===== config.mk =====
export PLATFORM = sky130hd
export DESIGN_NAME = uart_rx_fifo
export DESIGN_NICKNAME = d
export VERILOG_FILES = /design/src/rtl/uart_rx_fifo.sv
export SDC_FILE = /design/constraint.sdc
export NUM_CORES = 1
export LEC_CHECK = 0
export CORE_MARGIN = 2
export CORE_UTILIZATION = 50
export CTS_CLUSTER_SIZE = 14
export DETAILED_ROUTE_END_ITERATION = 8
export PLACE_DENSITY_LB_ADDON = 0.08
export SLEW_MARGIN = 20
export SYNTH_ARGS = -nofsm -noshare
export SYNTH_HDL_FRONTEND = slang
export SYNTH_SLANG_ARGS = --single-unit

===== constraint.sdc =====
create_clock -name clk_50m -period 8.4 [get_ports clk_50m]
set_input_delay 1.68 -clock clk_50m [delete_from_list [all_inputs] [get_ports clk_50m]]
set_output_delay 1.68 -clock clk_50m [all_outputs]
set_load 0.01 [all_outputs]

===== src/rtl/uart_rx_fifo.sv =====
// rtl/uart_rx_fifo.sv - UART receive byte capture into a show-ahead FIFO with sticky overflow
module uart_rx_fifo #(
    parameter int DEPTH = 16
) (
    input  logic                   clk_50m,
    input  logic                   rst_n,
    input  logic                   rdy,
    input  logic [7:0]             dout,
    output logic                   rdy_clr,
    input  logic                   rd_en,
    output logic [7:0]             rd_data,
    output logic                   rd_valid,
    output logic                   full,
    output logic [$clog2(DEPTH):0] count,
    output logic                   overflow,
    input  logic                   overflow_clr
);

    localparam int AW = $clog2(DEPTH);
    localparam int CW = AW + 1;

    typedef enum logic {
        IDLE,
        WAIT_LOW
    } state_t;

    state_t        state;
    state_t        state_nxt;
    logic          capture;
    logic          wr_en;
    logic          pop;
    logic          overflow_set;
    logic [7:0]    mem [DEPTH];
    logic [AW-1:0] wr_ptr;
    logic [AW-1:0] rd_ptr;

    // Capture FSM state register
    always_ff @(posedge clk_50m or negedge rst_n) begin
        if (!rst_n) begin
            state <= IDLE;
        end else begin
            state <= state_nxt;
        end
    end

    // Capture FSM: take one byte per rdy assertion, then wait for the receiver to drop rdy.
    // capture is qualified by rst_n so rdy_clr stays low while reset is held, even if rdy is high.
    always_comb begin
        state_nxt = state;
        capture   = 1'b0;
        case (state)
            IDLE: begin
                if (rdy) begin
                    capture   = rst_n;
                    state_nxt = WAIT_LOW;
                end
            end
            WAIT_LOW: begin
                if (!rdy) begin
                    state_nxt = IDLE;
                end
            end
            default: state_nxt = IDLE;
        endcase
    end

    assign rdy_clr      = capture;
    assign rd_valid     = (count != '0);
    assign full         = (count == CW'(DEPTH));
    assign pop          = rd_en && rd_valid;
    // A full FIFO can still take a byte when the head is popped in the same cycle
    assign wr_en        = capture && (!full || rd_en);
    assign overflow_set = capture && !wr_en;
    assign rd_data      = mem[rd_ptr];

    // Byte storage; not reset, contents are meaningless until written
    always_ff @(posedge clk_50m) begin
        if (wr_en) begin
            mem[wr_ptr] <= dout;
        end
    end

    // Pointers and occupancy count; pointers wrap naturally at the power-of-two depth
    always_ff @(posedge clk_50m or negedge rst_n) begin
        if (!rst_n) begin
            wr_ptr <= '0;
            rd_ptr <= '0;
            count  <= '0;
        end else begin
            if (wr_en) begin
                wr_ptr <= wr_ptr + AW'(1);
            end
            if (pop) begin
                rd_ptr <= rd_ptr + AW'(1);
            end
            case ({wr_en, pop})
                2'b10:   count <= count + CW'(1);
                2'b01:   count <= count - CW'(1);
                default: count <= count;
            endcase
        end
    end

    // Sticky overflow flag; a new drop takes priority over a clear in the same cycle
    always_ff @(posedge clk_50m or negedge rst_n) begin
        if (!rst_n) begin
            overflow <= 1'b0;
        end else if (overflow_set) begin
            overflow <= 1'b1;
        end else if (overflow_clr) begin
            overflow <= 1'b0;
        end
    end

endmodule


==> out/metrics.csv <==
stage;metric;value;unit
status;status;complete, no violations;
sta;Max Clk Rate;0.195;GHz
power_and_ir_drop;clock share of power;31.5;%
clock_tree;CTS tree;done;
power_and_ir_drop;Logic pwr share;29.1;%
logic_synthesis;ys flop type;edfxtp_1;
layout;Nets;393;
power_and_ir_drop;Net Switching;0.000721;W
clock_tree;cts hold-fix bufs;0;
floorplanning;area of the die;12600;um^2
clock_tree;post_cts resized;0;
clock_tree;CTS H-tree depth;4;
layout;synthesis-to-finish area growth;16.3;%
clock_tree;cts bufs inserted;17;
drt;# DRC;0;
floorplanning;I/O pin cnt;30;
power_and_ir_drop;Leak;2.37;nW
logic_synthesis;syn nets;361;
floorplanning;Core ar.;11500;um^2
floorplanning;die height;112;um
clock_tree;setup bufs post-CTS;0;
drt;routed vias;2969;
drt;First-pass DRT Iterations;4;
logic_synthesis;Mapped Area;5880;um^2
logic_synthesis;post-synthesis cell type count;37;
logic_synthesis;Post-synth ARST share;10.5;%
floorplanning;die width;112;um
sta;Max Slew Vio Count;0;
power_and_ir_drop;P_int;0.00160;W
clock_tree;Clock Tree Root;clkbuf_16;
placed_design;Detailed Place HPWL;6.96;mm
logic_synthesis;XOR/XNOR share of the synthesized area;1.49;%
clock_tree;CTS Sinks;143;
sta;Period Utilization, post-route;61.1;%
sta;fin crit period;5.13;ns
logic_synthesis;largest family of logic cells by synthesized area;multiplexers;
flow_run;max-cap viol count;0;
logic_synthesis;sequential area share after synthesis;71.7;%
grt;largest net degree at the start of global routing;52;
power_and_ir_drop;Pwr Density;340;nW/um^2
sta;setup_tns;0;ns
sta;final hold vios;0;
setup_path;CP Class;primary input to output port;
setup_path;crit path capture type;output port;
setup_path;Data required, critical path;6.72;ns
sta;slew margin rel.;36.1;%
layout;layout cells sized above 1;17.2;%
placed_design;gpl congestion;0.750;
logic_synthesis;mux contribution to synthesized area;12.2;%
logic_synthesis;Post-Synth Adder-Cell Area;2.26;%
logic_synthesis;Mapped Cells;338;
grt;first-pass GRT wire length;17.5;mm
clock_tree;clk_lat worst skew;0.41;ns
logic_synthesis;compound-gate portion of the synthesized area;5.17;%
logic_synthesis;Post-synth EDFFs;128;
logic_synthesis;synthesized flop and latch total;143;
drt;drt total wl;10.9;mm
min_path;type of the most critical hold path;flop to flop;
power_and_ir_drop;Net Sw Frac;31.1;%
drt;Vias/cell;5.64;
setup_path;worst-path fanout max;16;
setup_path;Arr. time, crit path;3.45;ns
setup_path;CP Launch Type;primary input;
placed_design;placed cells;494;
clock_tree;clk buf depth;2;
layout;ANT cells;0;
logic_synthesis;Avg Cell Area, Syn;17.4;um^2
layout;Cell Count, Final, Fillers Out;526;
sta;Slew @ Worst Pin;0.955;ns
logic_synthesis;Post-Synth Simple-Gate Area;4.40;%
drt;starting DRC count in detailed routing;181;
power_and_ir_drop;worst vdd ir;0.000191;V
drt;wire length per cell;20.7;um
grt;gr usage total;19.0;%
sta;final setup vio count;0;
floorplanning;Initial Util;51.3;%
power_and_ir_drop;final total power;0.00232;W
layout;Final Util;59.6;%
power_and_ir_drop;Sequential Power Share;39.4;%
placed_design;IO Port Bufs;29;
sta;RSZ-0062 raised after global routing;false;
drt;Final ANT Viol Nets;0;
floorplanning;row count;39;
clock_tree;register clock-pin slew on the reported worst setup and hold paths;0.06;ns
grt;antenna violations before repair;0;
sta;Worst Skew;0.00441;ns
grt;total gr overflow;0;
grt;number of global-route vias before repair;3046;
logic_synthesis;Ys Warns;0;
==> routing by layer <==
metal / wire length (um) / global-route usage [%]
met4: 101 / 6.99
met2: 5210 / 28.8
met1: 4860 / 26.6
met5: 0 / 0
met3: 716 / 5.29
==> synthesized netlist by cell type, drive strengths merged, types with 2 or more instances <==
| library cell | instances | area [um^2] |
|---|---|---|
| a21oi | 10 | 50.1 |
| buf | 13 | 114 |
| dfrtp | 15 | 375 |
| clkbuf | 5 | 18.8 |
| nor2b | 2 | 12.5 |
| xor2 | 3 | 26.3 |
| a221oi | 8 | 70.1 |
| nor2 | 13 | 48.8 |
| nand2b | 4 | 27.5 |
| nand2 | 20 | 82.6 |
| nor3 | 4 | 20.0 |
| o21ai | 20 | 100 |
| inv | 8 | 30.0 |
| a22oi | 8 | 60.1 |
| edfxtp | 128 | 3840 |
| xnor2 | 7 | 61.3 |
| mux2i | 25 | 250 |
| nand3 | 2 | 10.0 |
| mux2 | 9 | 105 |
| ha | 9 | 113 |
| mux4 | 16 | 360 |
| and2 | 2 | 15.0 |
==> cells in the final DEF (no fill, tap or decap), types with 9 or more instances in the layout <==
cell / netlist / routed
clkbuf_16: 0 / 17
nor2_1: 13 / 13
dfrtp_1: 15 / 14
o21ai_0: 15 / 15
ha_1: 9 / 9
nand2_1: 19 / 19
mux4_2: 16 / 16
edfxtp_1: 128 / 128
mux2i_1: 25 / 25
a21oi_1: 10 / 10
clkdlybuf4s50_1: 0 / 29
==> worst max-delay path, stage by stage <==
cell and delay (ns):
clkdlybuf4s50_1 0.90, nand2_1 0.15, nor2_1 0.16, clkdlybuf4s50_1 0.55
==> final cells by class <==
| type | count | area [um^2] |
|---|---|---|
| Clock buffer | 17 | 425 |
| Clock inverter | 15 | 160 |
| Fill cell | 857 | 4630 |
| Inverter | 8 | 30.0 |
| Multi-Input combinational cell | 169 | 1520 |
| Sequential cell | 143 | 4220 |
| Tap cell | 143 | 179 |
| Timing Repair Buffer | 31 | 305 |
==> state kept, by name, summed over array words and instances, names as in the netlist <==
signal and flops:
count 5, mem 128, overflow 1, rd_ptr 4, state 1, wr_ptr 4
==> power groups by stage <==
stage	registers [W]	logic (W)	clock network, W
final	0.000915	0.000675	0.000732
after global routing	0.000926	0.000737	0.000776
after CTS	0.000918	0.000683	0.000743
after detailed placement	0.000932	0.000680	0
after global placement	0.000928	0.000674	0
after floorplan	0.000876	0.000502	0
==> final timing paths <==
kind | start | to | slack, ns | depth (start not counted)
worst min register to register | state | overflow | 0.47 | 1
worst max register to register | count[0] | count[4] | 5.45 | 12
min in group asynchronous | rst_n | count[2] | 1.68 | 1
worst min-delay path | state | overflow | 0.47 | 1
worst max-delay path | rst_n | rdy_clr | 3.27 | 4
max in group asynchronous | rst_n | rd_ptr[0] | 6.26 | 1
==> per-stage QoR <==
stage / instance area, um^2 / worst slack [ns] / hold WS [ns]
after global routing: 6840 / 3.08 / 0.503
after global placement: 6230 / 3.23 / 0.456
after floorplan: 5880 / 4.59 / 0.433
final: 6840 / 3.27 / 0.470
after detailed placement: 6250 / 3.22 / 0.457
after CTS: 6840 / 3.21 / 0.478
==> kinds of logic (layout without fill, tap and decap cells) <==
group           after synthesis  after routing
mux                          50             50
simple gates                 50             50
fa+ha+maj                    10             10
xor+xnor                     10             10
flops                       143            143
buf+inv                      26             71
compound gates               49             49
Note: power is estimated with default switching activity, not from simulation.
